### src/rtl/mem_arbiter_pkg.sv
// rtl/mem_arbiter_pkg.sv - shared constants and types for the memory arbiter
package mem_arbiter_pkg;

  // Default widths, shared with the CPU top
  localparam int DEF_ADDR_W = 16;
  localparam int DEF_DATA_W = 16;

  // Owner of the read response due next cycle
  typedef logic [1:0] owner_t;
  localparam owner_t OWN_NONE = 2'd0;
  localparam owner_t OWN_I    = 2'd1;
  localparam owner_t OWN_D    = 2'd2;

  // Arbiter run state
  localparam logic [0:0] ST_RUN    = 1'b0;
  localparam logic [0:0] ST_HALTED = 1'b1;

endpackage

### src/rtl/mem_arbiter_starve_ctr.sv
// rtl/mem_arbiter_starve_ctr.sv - saturating counter of consecutive refused fetch cycles
module starve_ctr #(
  parameter int W = 4
) (
  input  logic         clk,
  input  logic         rst_n,
  input  logic         inc,
  input  logic         clr,
  input  logic [W-1:0] limit,
  output logic         at_limit
);

  logic [W-1:0] count;

  // Clear wins over increment; count holds once it reaches the limit
  always_ff @(posedge clk or negedge rst_n) begin
    if (!rst_n) begin
      count <= '0;
    end else if (clr) begin
      count <= '0;
    end else if (inc && (count != limit)) begin
      count <= count + 1'b1;
    end
  end

  assign at_limit = (count == limit);

endmodule

### src/rtl/mem_arbiter.sv
// rtl/mem_arbiter.sv - fetch/data arbiter for a single-ported synchronous-read memory
module mem_arbiter
  import mem_arbiter_pkg::*;
#(
  parameter int ADDR_W       = DEF_ADDR_W,
  parameter int DATA_W       = DEF_DATA_W,
  parameter int STARVE_LIMIT = 4
) (
  input  logic              clk,
  input  logic              rst_n,
  input  logic              i_req,
  input  logic [ADDR_W-1:0] i_addr,
  input  logic              i_flush,
  output logic              i_gnt,
  output logic              i_rvalid,
  output logic [DATA_W-1:0] i_rdata,
  input  logic              d_req,
  input  logic              d_we,
  input  logic [ADDR_W-1:0] d_addr,
  input  logic [DATA_W-1:0] d_wdata,
  output logic              d_gnt,
  output logic              d_rvalid,
  output logic [DATA_W-1:0] d_rdata,
  input  logic              halt_req,
  output logic              halted,
  output logic              mem_en,
  output logic              mem_we,
  output logic [ADDR_W-1:0] mem_addr,
  output logic [DATA_W-1:0] mem_wdata,
  input  logic [DATA_W-1:0] mem_rdata
);

  logic [0:0] state;
  owner_t     owner;
  logic       run;
  logic       eligible_i;
  logic       starve;
  logic       starve_inc;

  // Grants only in RUN, out of reset, and not in the cycle halt is requested
  assign run        = rst_n & (state == ST_RUN) & ~halt_req;
  assign eligible_i = i_req & ~i_flush;
  assign i_gnt      = run & eligible_i & (~d_req | starve);
  assign d_gnt      = run & d_req & ~i_gnt;

  // Fetch counts as starved only while it is eligible and refused
  assign starve_inc = run & eligible_i & ~i_gnt;

  starve_ctr #(.W(4)) u_starve (
    .clk      (clk),
    .rst_n    (rst_n),
    .inc      (starve_inc),
    .clr      (~starve_inc),
    .limit    (4'(STARVE_LIMIT)),
    .at_limit (starve)
  );

  assign mem_en    = i_gnt | d_gnt;
  assign mem_we    = d_gnt & d_we;
  assign mem_addr  = i_gnt ? i_addr : (d_gnt ? d_addr : '0);
  assign mem_wdata = d_gnt ? d_wdata : '0;

  // HALTED is sticky until reset
  always_ff @(posedge clk or negedge rst_n) begin
    if (!rst_n) begin
      state <= ST_RUN;
    end else if ((state == ST_RUN) && halt_req) begin
      state <= ST_HALTED;
    end
  end

  // Remember which port owns the read data arriving next cycle
  always_ff @(posedge clk or negedge rst_n) begin
    if (!rst_n) begin
      owner <= OWN_NONE;
    end else if (i_gnt) begin
      owner <= OWN_I;
    end else if (d_gnt && !d_we) begin
      owner <= OWN_D;
    end else begin
      owner <= OWN_NONE;
    end
  end

  assign i_rvalid = (owner == OWN_I) & ~i_flush;
  assign d_rvalid = (owner == OWN_D);
  assign i_rdata  = rst_n ? mem_rdata : '0;
  assign d_rdata  = rst_n ? mem_rdata : '0;
  assign halted   = (state == ST_HALTED);

endmodule

### config.mk
export PLATFORM = sky130hd
export DESIGN_NAME = mem_arbiter
export DESIGN_NICKNAME = d
export VERILOG_FILES = /design/src/rtl/mem_arbiter_pkg.sv /design/src/rtl/mem_arbiter_starve_ctr.sv /design/src/rtl/mem_arbiter.sv
export SDC_FILE = /design/constraint.sdc
export NUM_CORES = 1
export LEC_CHECK = 0
export ABC_AREA = 1
export CAP_MARGIN = 20
export CORE_MARGIN = 2
export CORE_UTILIZATION = 30
export DETAILED_ROUTE_END_ITERATION = 8
export PLACE_DENSITY_LB_ADDON = 0.12
export SYNTH_ARGS = -nofsm -noshare
export SYNTH_HDL_FRONTEND = slang
export SYNTH_HIERARCHICAL = 1
export SYNTH_SLANG_ARGS = --single-unit
### constraint.sdc
create_clock -name clk -period 3.7 [get_ports clk]
set_input_delay 0.925 -clock clk [delete_from_list [all_inputs] [get_ports clk]]
set_output_delay 0.925 -clock clk [all_outputs]
set_load 0.005 [all_outputs]
Yosys cells after proc, flatten, opt, wreduce, memory -nomap -nowiden
Index checks and enable logic that the tools add are counted.
W data, S select, Z words.
{"block": "totals", "reg_bits": 7, "output_inout_bits": 71, "wordCells": 38}
{"block": "op_classes", "n_eq_ne": 5, "add_sub_neg": 1, "n_reduce_logical": 4, "mux": 8, "bitwise_logic": 17}
{"op": "$mux W16", "n": 4}
{"op": "$and A1 B1 Y1", "n": 10}
{"op": "$mux W4", "n": 2}
{"op": "$not A1 Y1", "n": 5}
{"op": "$add A4 B1 Y4 const B", "n": 1}
{"op": "$eq A4 B3 Y1 const B", "n": 1}
{"op": "$mux W2", "n": 2}
{"op": "$ne A4 B3 Y1 const B", "n": 1}
{"op": "$logic_and A1 B1 Y1", "n": 3}
{"op": "$eq A2 B1 Y1 const B", "n": 1}
{"op": "$eq A2 B2 Y1 const B", "n": 1}
{"op": "$ne A2 B2 Y1 const B", "n": 1}
{"op": "$or A1 B1 Y1", "n": 2}
{"op": "$logic_not A1 Y1", "n": 1}

Logic depth before layout (Yosys ltp)
{"block": "logic_depth", "ltp_word": 10, "depth_mapped": 13}

Hierarchy
Netlist, hierarchy kept.
{"module": "mem_arbiter", "area_per_inst_um2": 904.6, "instances": 1, "cells_per_inst": 167}
{"module": "starve_ctr", "area_per_inst_um2": 314.1, "instances": 1, "cells_per_inst": 49}

Least setup slack after synthesis
No wires, ideal clock.
{"block": "synth_path", "path_kind": "input port to output port", "from": "input port rst_n", "to": "output port mem_wdata[10]", "required_ps": 2775, "stages": 6, "arrival_ps": 1771, "setup_slack_ps": 1004, "path_buffers": 2, "path_cell_list": "buf_4 nand2_4 nor3_4 nand2_4 buf_6 nor2_2"}
{"block": "synth_via", "elab_chain_cells": 7}
{"item": "start, declared", "line": "mem_arbiter.sv:10", "text": "input logic rst_n,"}
{"item": "$and A1 B1 Y1 (*) (2 in series)", "line": "mem_arbiter.sv:41", "text": "assign run = rst_n & (state == ST_RUN) & ~halt_req;"}
{"item": "$and A1 B1 Y1 (2 in series)", "line": "mem_arbiter.sv:43", "text": "assign i_gnt = run & eligible_i & (~d_req | starve);"}
{"item": "$not A1 Y1", "line": "mem_arbiter.sv:44", "text": "assign d_gnt = run & d_req & ~i_gnt;"}
{"item": "$and A1 B1 Y1 (*)", "line": "mem_arbiter.sv:44"}
{"item": "$mux W16 (*)", "line": "mem_arbiter.sv:61", "text": "assign mem_wdata = d_gnt ? d_wdata : '0;"}
{"item": "end, declared", "line": "mem_arbiter.sv:29", "text": "output logic [DATA_W-1:0] mem_wdata,"}
Every way passes the cells marked *; elsewhere a longest branch is shown, timed or not.

Worst setup path in the final report
{"block": "layout_path", "from": "input port halt_req", "to": "output port mem_wdata[4]"}
{"block": "layout_via", "elab_chain_cells": 7}
{"item": "start, declared", "line": "mem_arbiter.sv:24", "text": "input logic halt_req,"}
{"item": "$not A1 Y1 (*)", "line": "mem_arbiter.sv:41"}
{"item": "$and A1 B1 Y1 (*)", "line": "mem_arbiter.sv:41"}
{"item": "$and A1 B1 Y1 (2 in series)", "line": "mem_arbiter.sv:43"}
{"item": "$not A1 Y1", "line": "mem_arbiter.sv:44"}
{"item": "$and A1 B1 Y1 (*)", "line": "mem_arbiter.sv:44"}
{"item": "$mux W16 (*)", "line": "mem_arbiter.sv:61"}
Marks and branches as above.

==> flow_summary.json <==
{
  "port_buffers": 141,
  "wl_um": 4590,
  "multi_input_area_um2": 699,
  "synth_top_area_share_pct": 16.6,
  "p_leak_nw": 1.35,
  "ys_seq_area_share_pct": 14.4,
  "critPathTopFamily": "buffers and inverters",
  "dp_hpwl_um": 3850,
  "power_frac_comb_pct": 44.3,
  "ys_seq_elements": 7,
  "yosys-top-cells-area": "nand2_1 17%, inv_1 16%, dfrtp_1 14%, buf_4 11%, nand4_1 11%",
  "path_clk_slew_ns": 0.04,
  "hold_viol": 0,
  "setup_ws_ns": 0.119,
  "syn_avg_cell_area_um2": 5.64,
  "rows": 23,
  "power.total_mw": 0.332,
  "htree_levels": 1,
  "reg2regPathDepth": 14,
  "die-area_um2": 4590,
  "cp_common_cell": "clkdlybuf4s50_1",
  "status": "complete, no violations",
  "ios": 142,
  "die_height_um": 67.7,
  "p_int_mw": 0.254,
  "dr_total_vias": 1747,
  "p_switching_mw": 0.0786,
  "startpoint_type": "primary input",
  "clock_sinks": 7,
  "netlist.top_cell.by_area": "nand2_1",
  "cts_buffers": 3,
  "grt_overflow": 0,
  "fin_nets": 422,
  "slew_viol_final": 0,
  "initial_utilization_pct": 30.9,
  "viasPerCell": 4.38,
  "p_clk_share_pct": 32.5,
  "cp_num_buf_inv": 2,
  "cts_root_buffer": "clkbuf_8",
  "holdPathStages": 1,
  "instances_no_fill": 399,
  "max_freq_mhz": 279,
  "grt_pass1_vias": 1576,
  "cpMaxStageDelayCell": "clkdlybuf4s50_1",
  "hp-class": "register to register",
  "period_needed_ns": 3.58,
  "finalSetupViolCount": 0,
  "core_area_um2": 3940,
  "power.density_nw_per_um2": 124,
  "grt_pass1_wl_um": 6820,
  "crit_path_end_kind": "output pin",
  "worstPathRequired_ns": 2.77,
  "cts_buffer_depth": 2,
  "p_sw_share_pct": 23.7,
  "drc": 0,
  "regArea_um2": 175,
  "cts.repair.resized": 0,
  "ctsHoldBuffers": 0,
  "cts_setup_buffers": 0,
  "fill_cells": 369,
  "antenna_found_initial": 0,
  "fin_skew_ns": 0.000824,
  "whs_ns": 0.489,
  "ant_nets": 0,
  "synth.distinct_cells": 21,
  "criticalPathCategory": "primary input to output pin",
  "dr.pass1.iters": 4,
  "rsz0062_at_grt": "no",
  "postPlaceCellArea_um2": 2630,
  "r2r-end": "u_starve/count[2]",
  "final_util_pct": 67.9,
  "wire_per_inst_um": 11.5,
  "hp-start": "halted",
  "post-place-ws_ns": 0.0822,
  "antenna_cells": 0,
  "cp_max_fo": 19,
  "drive_above_1_share_pct": 8.31,
  "critPathMaxStageDelay_ns": 0.53,
  "drtIter0Drc": 52,
  "synthesis.area_um2": 1220,
  "place_inst": 395,
  "ff2ff_setup_slack_ns": 1.49,
  "r2r-start": "u_starve/count[2]",
  "synthToLayoutAreaGrowth_pct": 120,
  "grt_start_max_net_pins": 24,
  "ir_drop_uv": 106,
  "stdcell_area_um2": 2680,
  "arrival_ns": 2.66,
  "seqPwrFrac_pct": 23.1,
  "tns_ns": 0,
  "cts_tree": "done",
  "fp.dieW_um": 67.7,
  "timing.final.crit_share_pct": 96.8,
  "syn_inst": 216,
  "yosysWarningCount": 6,
  "gp_congestion": 0.750,
  "gr-usage-all-layers_pct": 19.1,
  "worstSkewPairLatency_ns": 0.22,
  "min_to": "halted",
  "critical_path.cell_chain": "clkdlybuf4s50_1, nor3_4, nand2_4, nor2_1, clkdlybuf4s50_1",
  "cap_violations": 0
}
-- how the worst max path moves through the flow --
stage          startpoint  depth (start not counted)  slack [ns]       endpoint
4_1_cts          halt_req                          5        0.09   mem_wdata[4]
2_1_floorplan       rst_n                          6        1.00  mem_wdata[10]
3_5_place_dp     halt_req                          5        0.08   mem_wdata[4]
6_report         halt_req                          5        0.12   mem_wdata[4]
5_1_grt             d_req                          6        0.03   mem_wdata[0]
3_3_place_gp     halt_req                          5        0.11   mem_wdata[4]
-- power groups by stage --
stage	registers [mW]	clock network, mW	logic, mW
floorplan	0.0780	0	0.0435
global placement	0.0779	0	0.146
detailed placement	0.0779	0	0.148
CTS	0.0769	0.110	0.148
global route	0.0768	0.116	0.162
finish	0.0769	0.108	0.147
-- cell families after synthesis --
logic type / count (synthesis) / synth area share, %
AND/OR/NAND/NOR: 128 / 53.2
buffers and inverters: 77 / 30.1
flip-flops: 7 / 14.4
other: 2 / 0.616
XOR/XNOR: 1 / 0.719
adder cells (fa/ha/maj): 1 / 1.03
-- metal layers --
metal  share of wire [%]  track usage [%]  wire length [um]
met5                   0                0                 0
met4                0.41             3.06                19
met3                  15             9.33               667
met2                  48             33.0              2220
met1                  37             21.4              1680
-- state kept, by name (all words and copies together), names as in the netlist --
name            count
halted              1
owner               2
u_starve/count      4
-- synthesized netlist by cell type (all sizes together) --
cell / number
conb: 2
clkbuf: 3
dfrtp: 7
nor2: 25
nor3: 1
nand4: 21
nand3: 22
buf: 21
ha: 1
nand2: 58
xor2: 1
or2: 1
inv: 53
-- final cells by class --
class	instances	area share, %
timing repair buffer	147	55.8
sequential	7	6.55
multi-input combinational	138	26.1
tap	50	2.34
inverter	53	7.44
clock buffer	4	1.68
-- cells in the final DEF (no fill, tap or decap), types with 3 or more instances in the layout --
cell and n:
inv_1 52, clkbuf_8 3, nor2_2 11, nand2_1 54, nand3_1 21, conb_1 8, buf_12 3, nand4_1 21
nor2_1 13, nand2_4 3, clkdlybuf4s50_1 141, buf_4 3, dfrtp_1 7
No activity file was read; power rests on OpenSTA's default activity.
